## src/rtl/mmio_uart_rx_pkg.sv

```systemverilog
// Shared definitions for the memory-mapped UART receiver: bus addresses,
// status bit positions, receiver state encoding and the parity helper.
package mmio_uart_rx_pkg;

   localparam logic [31:0] ADDR_DATA = 32'h4000_0018;
   localparam logic [31:0] ADDR_STAT = 32'h4000_001C;

   localparam int STAT_NE   = 0;
   localparam int STAT_FULL = 1;
   localparam int STAT_OVR  = 2;
   localparam int STAT_FERR = 3;
   localparam int STAT_PERR = 4;

   typedef enum logic [2:0] {
      ST_IDLE      = 3'd0,
      ST_START     = 3'd1,
      ST_DATA      = 3'd2,
      ST_PARITY    = 3'd3,
      ST_STOP      = 3'd4,
      ST_WAIT_IDLE = 3'd5
   } rx_state_e;

   // True when data plus parity bit hold an even number of ones.
   function automatic logic even_parity_ok(input logic [7:0] data, input logic par);
      return ~(^data ^ par);
   endfunction

endpackage

```

## src/rtl/mmio_uart_rx_sync_fifo.sv

```systemverilog
// Synchronous show-ahead FIFO; a push into a full FIFO is only accepted when
// a pop happens on the same edge.
module sync_fifo #(
   parameter int W  = 8,
   parameter int AW = 3
) (
   input  logic         clk,
   input  logic         reset,
   input  logic         push_i,
   input  logic         pop_i,
   input  logic [W-1:0] din_i,
   output logic [W-1:0] dout_o,
   output logic         full_o,
   output logic         empty_o
);

   localparam logic [AW:0] DEPTH = (AW+1)'(1 << AW);

   logic [W-1:0]  mem_q [0:(1<<AW)-1];
   logic [AW-1:0] wr_ptr_q, wr_ptr_d;
   logic [AW-1:0] rd_ptr_q, rd_ptr_d;
   logic [AW:0]   count_q, count_d;
   logic          do_push_s;
   logic          do_pop_s;

   assign full_o    = (count_q == DEPTH);
   assign empty_o   = (count_q == {(AW+1){1'b0}});
   assign dout_o    = mem_q[rd_ptr_q];
   assign do_pop_s  = pop_i & ~empty_o;
   assign do_push_s = push_i & (~full_o | do_pop_s);

   always_comb begin
      wr_ptr_d = wr_ptr_q;
      rd_ptr_d = rd_ptr_q;
      count_d  = count_q;
      if (do_push_s) begin
         wr_ptr_d = wr_ptr_q + {{(AW-1){1'b0}}, 1'b1};
      end else begin
         wr_ptr_d = wr_ptr_q;
      end
      if (do_pop_s) begin
         rd_ptr_d = rd_ptr_q + {{(AW-1){1'b0}}, 1'b1};
      end else begin
         rd_ptr_d = rd_ptr_q;
      end
      case ({do_push_s, do_pop_s})
         2'b10:   count_d = count_q + {{AW{1'b0}}, 1'b1};
         2'b01:   count_d = count_q - {{AW{1'b0}}, 1'b1};
         default: count_d = count_q;
      endcase
   end

   always_ff @(posedge clk) begin
      if (reset) begin
         wr_ptr_q <= {AW{1'b0}};
         rd_ptr_q <= {AW{1'b0}};
         count_q  <= {(AW+1){1'b0}};
      end else begin
         wr_ptr_q <= wr_ptr_d;
         rd_ptr_q <= rd_ptr_d;
         count_q  <= count_d;
      end
   end

   // Storage needs no reset: the count alone decides what is valid.
   always_ff @(posedge clk) begin
      if (do_push_s) begin
         mem_q[wr_ptr_q] <= din_i;
      end
   end

endmodule

```

## src/rtl/mmio_uart_rx.sv

```systemverilog
// Memory-mapped UART receiver (8N1) with receive FIFO, status flags and irq.
// Define UART_RX_PARITY_EN to receive 8E1 frames and report parity errors.
module mmio_uart_rx
   import mmio_uart_rx_pkg::*;
#(
   parameter int CLKS_PER_BIT = 5208,
   parameter int FIFO_AW      = 3
) (
   input  logic        clk,
   input  logic        reset,
   input  logic        rx,
   input  logic        mem_rd,
   input  logic [31:0] addr,
   output logic [31:0] rd_data,
   output logic        irq
);

   localparam int CNT_W = $clog2(CLKS_PER_BIT);
   localparam logic [CNT_W-1:0] CNT_LAST = CNT_W'(CLKS_PER_BIT - 1);
   localparam logic [CNT_W-1:0] CNT_HALF = CNT_W'(CLKS_PER_BIT / 2);
   localparam logic [CNT_W-1:0] CNT_ONE  = CNT_W'(1);
`ifdef UART_RX_PARITY_EN
   localparam logic PARITY_EN = 1'b1;
`else
   localparam logic PARITY_EN = 1'b0;
`endif

   logic            rx_meta_q, rx_sync_q;
   rx_state_e       state_q, state_d;
   logic [CNT_W-1:0] cnt_q, cnt_d;
   logic [2:0]      bit_q, bit_d;
   logic [7:0]      shift_q, shift_d;
   logic            par_bad_q, par_bad_d;
   logic            ovr_q, ovr_d, ferr_q, ferr_d, perr_q, perr_d;
   logic            push_s, ferr_set_s, perr_set_s, ovr_set_s;
   logic            pop_s, stat_rd_s, full_s, empty_s;
   logic [7:0]      head_s;

   sync_fifo #(.W(8), .AW(FIFO_AW)) u_fifo (
      .clk    (clk),
      .reset  (reset),
      .push_i (push_s),
      .pop_i  (pop_s),
      .din_i  (shift_q),
      .dout_o (head_s),
      .full_o (full_s),
      .empty_o(empty_s)
   );

   assign pop_s     = mem_rd & (addr == ADDR_DATA) & ~empty_s;
   assign stat_rd_s = mem_rd & (addr == ADDR_STAT);
   assign ovr_set_s = push_s & full_s & ~pop_s;
   assign irq       = ~empty_s;

   always_comb begin
      state_d    = state_q;
      cnt_d      = cnt_q + CNT_ONE;
      bit_d      = bit_q;
      shift_d    = shift_q;
      par_bad_d  = par_bad_q;
      push_s     = 1'b0;
      ferr_set_s = 1'b0;
      perr_set_s = 1'b0;
      case (state_q)
         ST_IDLE: begin
            cnt_d = {CNT_W{1'b0}};
            if (!rx_sync_q) begin
               state_d   = ST_START;
               bit_d     = 3'd0;
               par_bad_d = 1'b0;
            end else begin
               state_d = ST_IDLE;
            end
         end
         ST_START: begin
            // Mid-bit re-sample rejects glitches shorter than half a bit.
            if (cnt_q == CNT_HALF) begin
               cnt_d   = {CNT_W{1'b0}};
               state_d = rx_sync_q ? ST_IDLE : ST_DATA;
            end else begin
               state_d = ST_START;
            end
         end
         ST_DATA: begin
            if (cnt_q == CNT_LAST) begin
               cnt_d   = {CNT_W{1'b0}};
               shift_d = {rx_sync_q, shift_q[7:1]};
               bit_d   = bit_q + 3'd1;
               if (bit_q == 3'd7) begin
                  state_d = PARITY_EN ? ST_PARITY : ST_STOP;
               end else begin
                  state_d = ST_DATA;
               end
            end else begin
               state_d = ST_DATA;
            end
         end
         ST_PARITY: begin
            if (cnt_q == CNT_LAST) begin
               cnt_d     = {CNT_W{1'b0}};
               par_bad_d = ~even_parity_ok(shift_q, rx_sync_q);
               state_d   = ST_STOP;
            end else begin
               state_d = ST_PARITY;
            end
         end
         ST_STOP: begin
            if (cnt_q == CNT_LAST) begin
               cnt_d      = {CNT_W{1'b0}};
               perr_set_s = par_bad_q;
               if (rx_sync_q) begin
                  push_s  = ~par_bad_q;
                  state_d = ST_IDLE;
               end else begin
                  ferr_set_s = 1'b1;
                  state_d    = ST_WAIT_IDLE;
               end
            end else begin
               state_d = ST_STOP;
            end
         end
         ST_WAIT_IDLE: begin
            cnt_d   = {CNT_W{1'b0}};
            state_d = rx_sync_q ? ST_IDLE : ST_WAIT_IDLE;
         end
         default: begin
            cnt_d   = {CNT_W{1'b0}};
            state_d = ST_IDLE;
         end
      endcase
   end

   // A flag raised on the same edge as a status read survives the clear.
   always_comb begin
      ovr_d  = ovr_set_s  | (ovr_q  & ~stat_rd_s);
      ferr_d = ferr_set_s | (ferr_q & ~stat_rd_s);
      perr_d = perr_set_s | (perr_q & ~stat_rd_s);
   end

   always_comb begin
      rd_data = 32'h0000_0000;
      if (addr == ADDR_DATA) begin
         rd_data = {24'h00_0000, empty_s ? 8'h00 : head_s};
      end else if (addr == ADDR_STAT) begin
         rd_data = {27'h000_0000, perr_q, ferr_q, ovr_q, full_s, ~empty_s};
      end else begin
         rd_data = 32'h0000_0000;
      end
   end

   always_ff @(posedge clk) begin
      if (reset) begin
         rx_meta_q <= 1'b1;
         rx_sync_q <= 1'b1;
         state_q   <= ST_IDLE;
         cnt_q     <= {CNT_W{1'b0}};
         bit_q     <= 3'd0;
         shift_q   <= 8'h00;
         par_bad_q <= 1'b0;
         ovr_q     <= 1'b0;
         ferr_q    <= 1'b0;
         perr_q    <= 1'b0;
      end else begin
         rx_meta_q <= rx;
         rx_sync_q <= rx_meta_q;
         state_q   <= state_d;
         cnt_q     <= cnt_d;
         bit_q     <= bit_d;
         shift_q   <= shift_d;
         par_bad_q <= par_bad_d;
         ovr_q     <= ovr_d;
         ferr_q    <= ferr_d;
         perr_q    <= perr_d;
      end
   end

endmodule
```

## config.mk

```make
export PLATFORM = sky130hd
export DESIGN_NAME = mmio_uart_rx
export DESIGN_NICKNAME = d
export VERILOG_FILES = /design/src/rtl/mmio_uart_rx_pkg.sv /design/src/rtl/mmio_uart_rx_sync_fifo.sv /design/src/rtl/mmio_uart_rx.sv
export SDC_FILE = /design/constraint.sdc
export NUM_CORES = 1
export LEC_CHECK = 0
export ABC_CLOCK_PERIOD_IN_PS = 8800
export CAP_MARGIN = 25
export CORE_AREA = 2 2 115 117
export DETAILED_ROUTE_END_ITERATION = 7
export DIE_AREA = 0 0 117 119
export PLACE_DENSITY = 0.7
export SYNTH_ARGS = -nofsm -noshare
export SYNTH_HDL_FRONTEND = slang
export SYNTH_SLANG_ARGS = --single-unit
```

## constraint.sdc

```tcl
create_clock -name clk -period 8.8 [get_ports clk]
set_input_delay 1.32 -clock clk [delete_from_list [all_inputs] [get_ports clk]]
set_output_delay 1.32 -clock clk [all_outputs]
set_load 0.005 [all_outputs]
```

-- Word level (Yosys, flattened, before mapping)
Memory sizes are Yosys's and may differ from the RTL's. A register that Yosys moved wholly into a read port is not among the register bits.
Cells that the tools add are included.
- RAM bits: 64
- flip-flop bits (word level): 43
- input port bits: 36
- output and inout bits: 33
- memories: 1
- memories (name ; words ; width ; rd ports ; clocked after memory_dff ; wr ports ; RTL line ; text):
    u_fifo.mem_q ; 8 ; 8 ; 1 ; 1 ; 1 ; mmio_uart_rx_sync_fifo.sv:19 ; logic [W-1:0] mem_q [0:(1<<AW)-1];
- bitwise operators: 20
- $add $sub $neg: 6
- muxes and demuxes: 34
- reduce and logical (&&, ||, !) cells: 10
- equal/unequal tests: 16
- operators with widths (kind ; number):
    $eq A32 B31 Y1 const B ; 2
    $mux W3 ; 9
    $mux W13 ; 2
    $pmux W13 S2 ; 1
    $pmux W3 S6 ; 1
    $mux W8 ; 2
    $add A13 B1 Y13 const B ; 1
    $eq A13 B12 Y1 const B ; 1
    $eq A13 B13 Y1 const B ; 1
    $mux W1 ; 13
    $and A1 B1 Y1 ; 10
    $add A3 B1 Y3 const B ; 3
    $eq A3 B3 Y1 const B ; 3
    $pmux W4 S2 ; 1
    $reduce_xor A8 Y1 ; 1
    $eq A3 B2 Y1 const B ; 2
    $ne A2 B2 Y1 const B ; 3
    $pmux W3 S2 ; 1
    $reduce_and A3 Y1 ; 2
    $reduce_bool A2 Y1 ; 3
    $mux W5 ; 1
    $not A1 Y1 ; 5
    $add A4 B1 Y4 const B ; 1
    $eq A4 B4 Y1 const B ; 1
    other kinds (12) ; 16

-- Logic depth before layout (Yosys ltp)
Gate-level depths: netlist (run 1).
- depth in word-level cells: 8
- gate-level depth with buffers: 12

-- By module
From an unflattened synthesis (run 1), not the netlist that was laid out.
- cell total of the unflattened synthesis: 407
- area total of the unflattened synthesis: 5464.0 µm²
- by module, submodules not included (module ; seq. area each (µm²) ; area each (µm²) ; times used ; cells each):
    sync_fifo ; 2182.1 ; 3203.1 ; 1 ; 176
    mmio_uart_rx ; 660.6 ; 2260.9 ; 1 ; 231

-- Least setup slack after synthesis (run 1)
OpenSTA, ideal clock, no wires.
- path type: input to output
- start point: input addr[1]
- end point: output rd_data[1]
- path buffers: 0
- setup slack: 5.120 ns
- stages on the path: 5
- arrival: 2.360 ns
- required time: 7.480 ns
- path through: nor4b_1 > nand4_1 > nor2_1 > nand2_1 > o22ai_1
- word-level cells in the longest chain between the ends: 3
- elaborated cells between the ends (all ways): 4
- those cells by class: eq/ne (2); mux (2)
- RTL lines (item ; RTL line ; text):
    start: declaration ; mmio_uart_rx.sv:13 ; input logic [31:0] addr,
    $eq A32 B31 Y1 ; mmio_uart_rx.sv:144 ; end else if (addr == ADDR_STAT) begin
    $mux W5 ; mmio_uart_rx.sv:144 ;
    $mux W8 (*) ; mmio_uart_rx.sv:142 ; if (addr == ADDR_DATA) begin
    end: declaration ; mmio_uart_rx.sv:14 ; output logic [31:0] rd_data,
Mark *: on every way between the ends. The rest lies on a longest branch, timed or not.

-- Worst setup path in the final report (run 1)
- start point: input addr[5]
- end point: output rd_data[3]
The elaborated chain is that of the path after synthesis.

==> impl_metrics.json, run 1 <==
{
  "fin_area_um2": 5800,
  "drt-initial-drc-count": 254,
  "row_count": 42,
  "core_um2": 12900,
  "hp-class": "reg -> reg",
  "irDropWorstVdd_v": 0.0000915,
  "avgSynthCellArea_um2": 12.3,
  "async_flop_share_pct": 0,
  "crit_path_end_kind": "primary output",
  "dp_hpwl_um": 6540,
  "synth_edf_count": 64,
  "cts_buffers": 9,
  "syn-cell-area_um2": 4950,
  "arrival_ns": 3.69,
  "yosys.area.top_type": "edfxtp_1",
  "cts_buffer_depth": 2,
  "drv_cap": 0,
  "clock_sinks": 110,
  "utilization_pct": 45.0,
  "drive_gt1_share_pct": 10.4,
  "grt_pass1_vias": 2976,
  "die_h_um": 119,
  "synth_ff_type": "edfxtp_1",
  "clk_latency_ns": 0.35,
  "power_density_nw_per_um2": 165,
  "fp.dieArea_um2": 13900,
  "synthDistinctLibCells": 53,
  "syn_inst": 401,
  "ctsHoldBuffers": 0,
  "grt_max_degree": 35,
  "critPathMaxFanout": 7,
  "setup_tns_ns": 0,
  "antenna_found_initial": 0,
  "tightest_slew_ns": 0.920,
  "post_cts_buffers": 0,
  "avgViaCountPerCell": 5.04,
  "wl_per_cell_um": 15.0,
  "place_area_um2": 5520,
  "vias": 3152,
  "numPortBuffers": 44,
  "ys.warnings.count": 0,
  "synth_top_cells_by_area": "edfxtp_1, dfxtp_1, mux4_2",
  "ant_nets": 0,
  "final_cell_mix": "edfxtp_1, dfxtp_1, clkdlybuf4s50_1",
  "ys_ff_latch": 110,
  "grt-ovfl-total": 0,
  "fin_nets": 490,
  "initial_core_util_pct": 38.5,
  "post_cts_resized": 0,
  "clkTransAtPathRegs_ns": 0.07,
  "fill_cells": 1141,
  "dr.pass1.iters": 4,
  "die_x_um": 117,
  "track_usage_pct": 14.3,
  "drc_errors": 0,
  "setup_viol": 0,
  "fin_crit_ns": 5.01,
  "maxSlewHeadroom_pct": 38.5,
  "period_share_pct": 57.0,
  "grt_pass1_wl_um": 15300,
  "slew_violations": 0,
  "skew_ns": 0.00664,
  "ioPinCount": 69,
  "ys_seq_area_share_pct": 57.4,
  "cp-start-kind": "primary input",
  "synth_top_area_share_pct": 38.8,
  "areaGrowthSynthToFinish_pct": 17.1,
  "finalHoldViolations": 0,
  "root_buffer": "clkbuf_16",
  "cts-htree-levels": 3,
  "gp_congestion": 0.811,
  "antenna_cells": 0,
  "max_freq_mhz": 199,
  "grt_setup_unrepaired": "false",
  "leakage_uw": 0.00190,
  "status": "completed",
  "fin_total_pwr_uw": 954,
  "critPathRequiredTime_ns": 7.48,
  "layout_commonest_cell": "edfxtp_1",
  "wirelength_um": 9390,
  "path_class": "in -> out",
  "cts_tree": "yes",
  "holdWs_ns": 0.409
}
[worst max-delay path, cell delays in order]
cell	delay, ns
clkdlybuf4s50_1	0.40
nor4b_1	0.35
nand4_1	0.27
nor2_1	0.30
nand2_1	0.26
o22ai_1	0.26
clkdlybuf4s50_1	0.55
[flip-flops by register name, indices dropped and copies added (netlist names), 3 cells and up, named ones only]
signal	cells
u_fifo.rd_ptr_q	3
u_fifo.mem_q	64
bit_q	3
u_fifo.wr_ptr_q	3
shift_q	8
state_q	3
u_fifo.count_q	4
cnt_q	13
[cell families (layout without fill, tap and decap cells)]
logic type / count (synthesis) / count (layout) / synth area share, %
simple gates: 135 / 135 / 15.0
flops: 110 / 110 / 57.4
compound gates: 50 / 50 / 6.44
buf+inv: 49 / 75 / 5.56
mux: 25 / 25 / 9.10
xor+xnor: 22 / 22 / 4.17
fa+ha+maj: 9 / 9 / 2.27
other cells: 1 / 24 / 0.0757
[final timing paths]
| path | startpoint | end | slack, ns | cells after the start |
|---|---|---|---|---|
| min | rx_meta_q | rx_sync_q | 0.41 | 1 |
| max | addr[5] | rd_data[3] | 3.79 | 7 |
| min reg2reg | rx_meta_q | rx_sync_q | 0.41 | 1 |
| max reg2reg | cnt_q[0] | u_fifo.count_q[2] | 5.60 | 12 |
[power breakdown]
part | internal, uW | switching (uW) | leakage [uW]
sequential | 538 | 1.51 | 0.000964
combinational | 16.9 | 10.2 | 0.000794
clock | 198 | 189 | 0.000139
total | 753 | 201 | 0.00190
[metrics by stage]
step	std cells	worst slack [ns]
finish	626	3.79
global route	626	3.53
CTS	626	3.76
detailed placement	610	3.76
global placement	608	3.83
floorplan	424	5.12
[synth_stat cells (all sizes together) (2+ instances only)]
cell      n
or3       4
mux4     16
nand2b    6
nor4      8
a21oi    21
inv      10
edfxtp   64
o31ai     4
nor4bb    4
o21ai     4
mux2i     9
nor2     34
nand2    31
xnor2     9
nand4     5
o2bb2ai   2
or2       4
nor3      7
clkbuf   13
nand3     9
a31oi     2
and4      2
or4       5
xor2     12
and4bb    3
o22ai     4
nor4b     4
buf      26
and2      3
ha        9
and3      3
dfxtp    46
o21a      2
nor2b     2
[routing by layer]
layer / global-route usage (%) / up-vias / routed length (um)
met5: 0 / - / 0
met4: 3.68 / 0 / 90
met3: 3.92 / 8 / 429
met2: 23.0 / 79 / 4730
met1: 19.1 / 1546 / 4140
li1: - / 1519 / -
[final cells by class]
cell class	instances	area, um2	share of cell area (%)
timing repair buffer	49	498	8.59
tap	176	220	3.80
inverter	10	37.5	0.647
multi-input combinational	265	1920	33.1
clock inverter	6	52.6	0.906
sequential	110	2840	49.0
clock buffer	10	229	3.95
Power figures use the tool's default switching activity.
==> run 2, diff against run 1 <==
--- a/config.mk
+++ b/config.mk
@@ -5,12 +5,12 @@
 export SDC_FILE = /design/constraint.sdc
 export NUM_CORES = 1
 export LEC_CHECK = 0
-export ABC_CLOCK_PERIOD_IN_PS = 8800
+export ABC_CLOCK_PERIOD_IN_PS = 4200
 export CAP_MARGIN = 25
 export CORE_AREA = 2 2 115 117
 export DETAILED_ROUTE_END_ITERATION = 7
 export DIE_AREA = 0 0 117 119
-export PLACE_DENSITY = 0.7
+export PLACE_DENSITY = 0.73
 export SYNTH_ARGS = -nofsm -noshare
 export SYNTH_HDL_FRONTEND = slang
 export SYNTH_SLANG_ARGS = --single-unit
==> constraint.sdc (replaced) <==
create_clock -name clk -period 4.2 [get_ports clk]
set_input_delay 0.63 -clock clk [delete_from_list [all_inputs] [get_ports clk]]
set_output_delay 0.63 -clock clk [all_outputs]
set_load 0.005 [all_outputs]
==> run 2 against run 1 <==
Sequential share of layout area decreased by 0.40 points. Critical path depth is the same. Highest routed layer unchanged. Total power increased by 110%. Critical path type unchanged. Via count increased by 0.25%. Largest power group unchanged.
==> impl_metrics.json, run 2 (synthesis results as in run 1) <==
{
  "critPathMaxFanout": 7,
  "crit_chain": "clkdlybuf4s50_1 -> nor4b_1 -> nand4_1 -> nor2_1 -> nand2_1 -> o22ai_1 -> clkdlybuf4s50_1",
  "met1_usage_pct": 18.3,
  "wirelength_um": 9460,
  "layout_setup_ws_ns": 0.546,
  "seqCellArea_um2": 2840,
  "clock_sinks": 110,
  "dp_slack_ns": 0.403,
  "clkTransAtPathRegs_ns": 0.06,
  "grt-busiest-layer": "met2",
  "status": "completed",
  "regToRegEndpoint": "u_fifo.count_q[2]",
  "hp-class": "reg -> reg",
  "irDropWorstVdd_v": 0.000255,
  "wl_per_cell_um": 14.9,
  "fin_nets": 498,
  "place_area_um2": 5550,
  "regMostFlops": "u_fifo.mem_q",
  "fin_area_um2": 5850,
  "worst_hold_startpoint": "rx_meta_q",
  "largest_reg_flops": 64,
  "cp-start-kind": "primary input",
  "layout_commonest_cell": "edfxtp_1",
  "avgViaCountPerCell": 4.98,
  "fp.dieArea_um2": 13900,
  "antenna_found_initial": 0,
  "cts_tree": "yes",
  "reg2reg_depth": 12,
  "gp_congestion": 0.825,
  "power_density_nw_per_um2": 343,
  "drc_errors": 0,
  "min_delay_path_depth": 1,
  "final_cell_mix": "edfxtp_1, dfxtp_1, clkdlybuf4s50_1",
  "whs_endpoint": "rx_sync_q",
  "grt_use_met2_pct": 25.1,
  "post_cts_resized": 0,
  "grt_pass1_wl_um": 15700,
  "skew_ns": 0.0119,
  "maxSlewHeadroom_pct": 47.4,
  "clk_latency_ns": 0.35,
  "reg2reg_slack_ns": 1.14,
  "die_h_um": 119,
  "multi_input_area_um2": 1920,
  "finalHoldViolations": 0,
  "dp_hpwl_um": 6980,
  "period_share_pct": 87.0,
  "cts_buffer_depth": 2,
  "grt-ovfl-total": 0,
  "tightest_slew_ns": 0.787,
  "cp_slowest_cell": "clkdlybuf4s50_1",
  "drt-initial-drc-count": 191,
  "setup_tns_ns": 0,
  "r2r_start": "cnt_q[0]",
  "ioPinCount": 69,
  "grt_pass1_vias": 3175,
  "track_usage_pct": 14.8,
  "fill_cells": 1159,
  "core_um2": 12900,
  "cts_buffers": 9,
  "root_buffer": "clkbuf_16",
  "grt_util_met3_pct": 4.17,
  "dr.pass1.iters": 4,
  "critPathRequiredTime_ns": 3.57,
  "slew_violations": 0,
  "reg_top3": "u_fifo.mem_q: 64 flops, cnt_q: 13 flops, shift_q: 8 flops",
  "drv_cap": 0,
  "crit_path_end_kind": "primary output",
  "initial_core_util_pct": 38.5,
  "arrival_ns": 3.02,
  "cts-htree-levels": 3,
  "slowest_delay_ns": 0.55,
  "ctsHoldBuffers": 0,
  "leakage_uw": 0.00194,
  "setup_viol": 0,
  "vias": 3160,
  "numPortBuffers": 44,
  "path_class": "in -> out",
  "ant_nets": 0,
  "grt_setup_unrepaired": "false",
  "row_count": 42,
  "antenna_cells": 0,
  "areaGrowthSynthToFinish_pct": 18.1,
  "fin_crit_ns": 3.65,
  "grt_max_degree": 22,
  "post_cts_buffers": 0,
  "drive_gt1_share_pct": 12.4,
  "die_x_um": 117,
  "max_freq_mhz": 274,
  "path_common_cell": "clkdlybuf4s50_1",
  "utilization_pct": 45.4
}
[run 2: worst max-delay path by stage]
stage,startpoint,to,slack [ns],cells past startpoint
after global routing,addr[1],rd_data[1],0.33,7
after detailed placement,addr[1],u_fifo.count_q[2],0.40,12
after global placement,addr[8],u_fifo.count_q[2],0.53,12
final,addr[1],rd_data[2],0.55,7
after floorplan,addr[1],u_fifo.count_q[2],1.22,10
after CTS,addr[1],rd_data[3],0.53,7
[run 2: per-stage QoR]
step | power, uW | hold slack (ns) | cells
after floorplan | 1190 | 0.389 | 424
after global placement | 1210 | 0.395 | 617
after detailed placement | 1210 | 0.397 | 617
after CTS | 2030 | 0.412 | 633
after global routing | 2080 | 0.434 | 634
final | 2010 | 0.409 | 634
[run 2: where the power goes]
part / internal, uW / leakage, uW / switching [uW]
Combinational: 35.3 / 0.000831 / 22.3
Sequential: 1130 / 0.000964 / 2.99
Clock: 417 / 0.000142 / 402
Total: 1580 / 0.00194 / 428
[run 2: area by class of cell]
type	count	area share (%)
Timing Repair Buffer	57	9.20
Multi-Input combinational cell	265	32.8
Clock inverter	7	1.09
Tap cell	176	3.77
Inverter	10	0.642
Clock buffer	9	3.85
Sequential cell	110	48.6
[run 2: layer usage]
metal | share of wire, % | wire length (um)
met1 | 43 | 4070
met5 | 0 | 0
met4 | 1.2 | 118
met2 | 52 | 4880
met3 | 4.1 | 384
[run 2: critical path: cells and delay by family]
kind	cells	cell delay [ns]
and+or+nand+nor	4	1.22
buffers and inverters	2	0.97
AOI/OAI and AO/OA	1	0.20
==> run 3, diff against run 2 <==
--- a/config.mk
+++ b/config.mk
@@ -5,12 +5,14 @@
 export SDC_FILE = /design/constraint.sdc
 export NUM_CORES = 1
 export LEC_CHECK = 0
-export ABC_CLOCK_PERIOD_IN_PS = 4200
+export ABC_CLOCK_PERIOD_IN_PS = 2900
 export CAP_MARGIN = 25
 export CORE_AREA = 2 2 115 117
 export DETAILED_ROUTE_END_ITERATION = 7
 export DIE_AREA = 0 0 117 119
 export PLACE_DENSITY = 0.73
+export SKIP_CTS_REPAIR_TIMING = 1
+export SLEW_MARGIN = 0
 export SYNTH_ARGS = -nofsm -noshare
 export SYNTH_HDL_FRONTEND = slang
 export SYNTH_SLANG_ARGS = --single-unit
==> constraint.sdc (replaced) <==
create_clock -name clk -period 2.9 [get_ports clk]
set_input_delay 0.435 -clock clk [delete_from_list [all_inputs] [get_ports clk]]
set_output_delay 0.435 -clock clk [all_outputs]
set_load 0.005 [all_outputs]
==> run 3 against run 2 <==
Clock-buffer cell count grew 2. Clock skew is essentially flat. Core utilization grew 2.2 points. Sequential share of layout area shrank 2.2 points. Clock power grew 51%. Worst setup slack lost 0.48 ns. Wire length grew 4.6%. First-iteration DRC count shrank 14%. Design area grew 4.8%. Register-to-register slack lost 0.94 ns. Critical path type unchanged. Critical endpoint is now rd_data[5].
==> impl_metrics.json, run 3 (synthesis results as in run 1) <==
{
  "status": "completed",
  "dr.pass1.iters": 4,
  "grt_use_met2_pct": 26.1,
  "drc_errors": 0,
  "dp_slack_ns": -0.310,
  "antenna_found_initial": 0,
  "hp-class": "reg -> reg",
  "path_class": "in -> out",
  "clock_sinks": 110,
  "cts_buffers": 9,
  "layout_setup_ws_ns": 0.0676,
  "period_share_pct": 97.7,
  "irDropWorstVdd_v": 0.000386,
  "grt_pass1_wl_um": 16300,
  "reg2reg_slack_ns": 0.20,
  "core_um2": 12900,
  "largest_reg_flops": 64,
  "grt_pass1_vias": 3286,
  "numPortBuffers": 44,
  "drv_cap": 0,
  "critPathMaxFanout": 6,
  "avgViaCountPerCell": 4.96,
  "row_count": 42,
  "cp-start-kind": "primary input",
  "critPathRequiredTime_ns": 2.47,
  "max_freq_mhz": 353,
  "finalHoldViolations": 0,
  "seqCellArea_um2": 2840,
  "crit_path_end_kind": "primary output",
  "crit_start": "addr[17]",
  "slew_violations": 0,
  "grt_util_met3_pct": 3.56,
  "dp_hpwl_um": 7060,
  "setup_viol": 0,
  "worst_hold_startpoint": "rx_meta_q",
  "final_cell_mix": "edfxtp_1, dfxtp_1, clkdlybuf4s50_1",
  "layout.cells.non_filler": 653,
  "drt-initial-drc-count": 165,
  "fp.dieArea_um2": 13900,
  "grt-ovfl-total": 0,
  "clkTransAtPathRegs_ns": 0.06,
  "layout_commonest_cell": "edfxtp_1",
  "cts-htree-levels": 3,
  "fin_total_pwr_uw": 2970,
  "place_inst": 635,
  "gp_congestion": 0.833,
  "ant_nets": 0,
  "fill_cells": 1138,
  "leakage_uw": 0.00217,
  "grt_max_degree": 20,
  "critical_path_buf_inv_count": 3,
  "crit_chain": "clkdlybuf4s50_1 -> nor4_2 -> nand4_1 -> buf_4 -> nor2_4 -> nand2_4 -> nor2_1 -> clkdlybuf4s50_1",
  "multi_input_area_um2": 2030,
  "clk_latency_ns": 0.35,
  "holdWs_ns": 0.410,
  "die_x_um": 117,
  "track_usage_pct": 15.3,
  "regMostFlops": "u_fifo.mem_q",
  "skew_ns": 0.0123,
  "tightest_slew_ns": 0.596,
  "r2r_start": "cnt_q[0]",
  "reg_top3": "u_fifo.mem_q: 64 flops, cnt_q: 13 flops, shift_q: 8 flops",
  "cts_tree": "yes",
  "areaGrowthSynthToFinish_pct": 23.7,
  "wl_per_cell_um": 15.1,
  "antenna_cells": 0,
  "cts_buffer_depth": 2,
  "maxSlewHeadroom_pct": 60.2,
  "grt-busiest-layer": "met2",
  "path_common_cell": "clkdlybuf4s50_1",
  "root_buffer": "clkbuf_16",
  "fin_nets": 517,
  "grt_setup_unrepaired": "true",
  "path_delay_family": "buffers and inverters",
  "vias": 3238,
  "slowest_delay_ns": 0.50,
  "fin_crit_ns": 2.83,
  "power_density_nw_per_um2": 484,
  "ioPinCount": 69,
  "die_h_um": 119,
  "initial_core_util_pct": 38.5,
  "met1_usage_pct": 19.0,
  "drive_gt1_share_pct": 19.3,
  "wirelength_um": 9890,
  "cp_slowest_cell": "clkdlybuf4s50_1",
  "arrival_ns": 2.40
}
-- run 3: cell types whose count changed in the layout (fill, tap and decap cells not counted), sizes merged --
cell,before,now
clkbuf,10,11
clkdlybuf4s50,44,39
buf,12,32
bufinv,0,1
dlymetal6s2s,0,5
clkinv,2,0
clkinvlp,1,0
-- run 3: layout make-up --
cell class / instances / area share (%)
repair buffers: 76 / 11.4
multi-input cells: 265 / 33.1
clock buffers: 11 / 3.80
well taps: 176 / 3.59
inverters: 10 / 0.613
clock inverters: 5 / 1.06
flip-flops and latches: 110 / 46.4
-- run 3: report_power, final --
part	internal [uW]	leakage, uW	switching, uW
clock	683	0.000147	552
sequential	1630	0.000964	3.26
combinational	55.4	0.00106	37.6
total	2370	0.00217	593
-- run 3: metrics by stage --
step	utilization (%)	instance area, um2	setup TNS (ns)
after detailed placement	44.2	5690	-6.03
after global routing	47.6	6130	-0.0447
after CTS	46.5	5980	-1.57
final	47.6	6130	0
after floorplan	-	5040	0
after global placement	44.2	5690	-3.71
-- run 3: path summary, 6_finish.rpt --
kind | to | cells past startpoint
worst max register to register | u_fifo.count_q[3] | 13
worst min register to register | rx_sync_q | 1
worst min-delay path | rx_sync_q | 1
worst max-delay path | rd_data[5] | 8
-- run 3: layer usage --
layer  up-vias  wire length, um
li1       1578                -
met4         0              156
met5         -                0
met1      1588             4220
met2        61             5150
met3        11              357
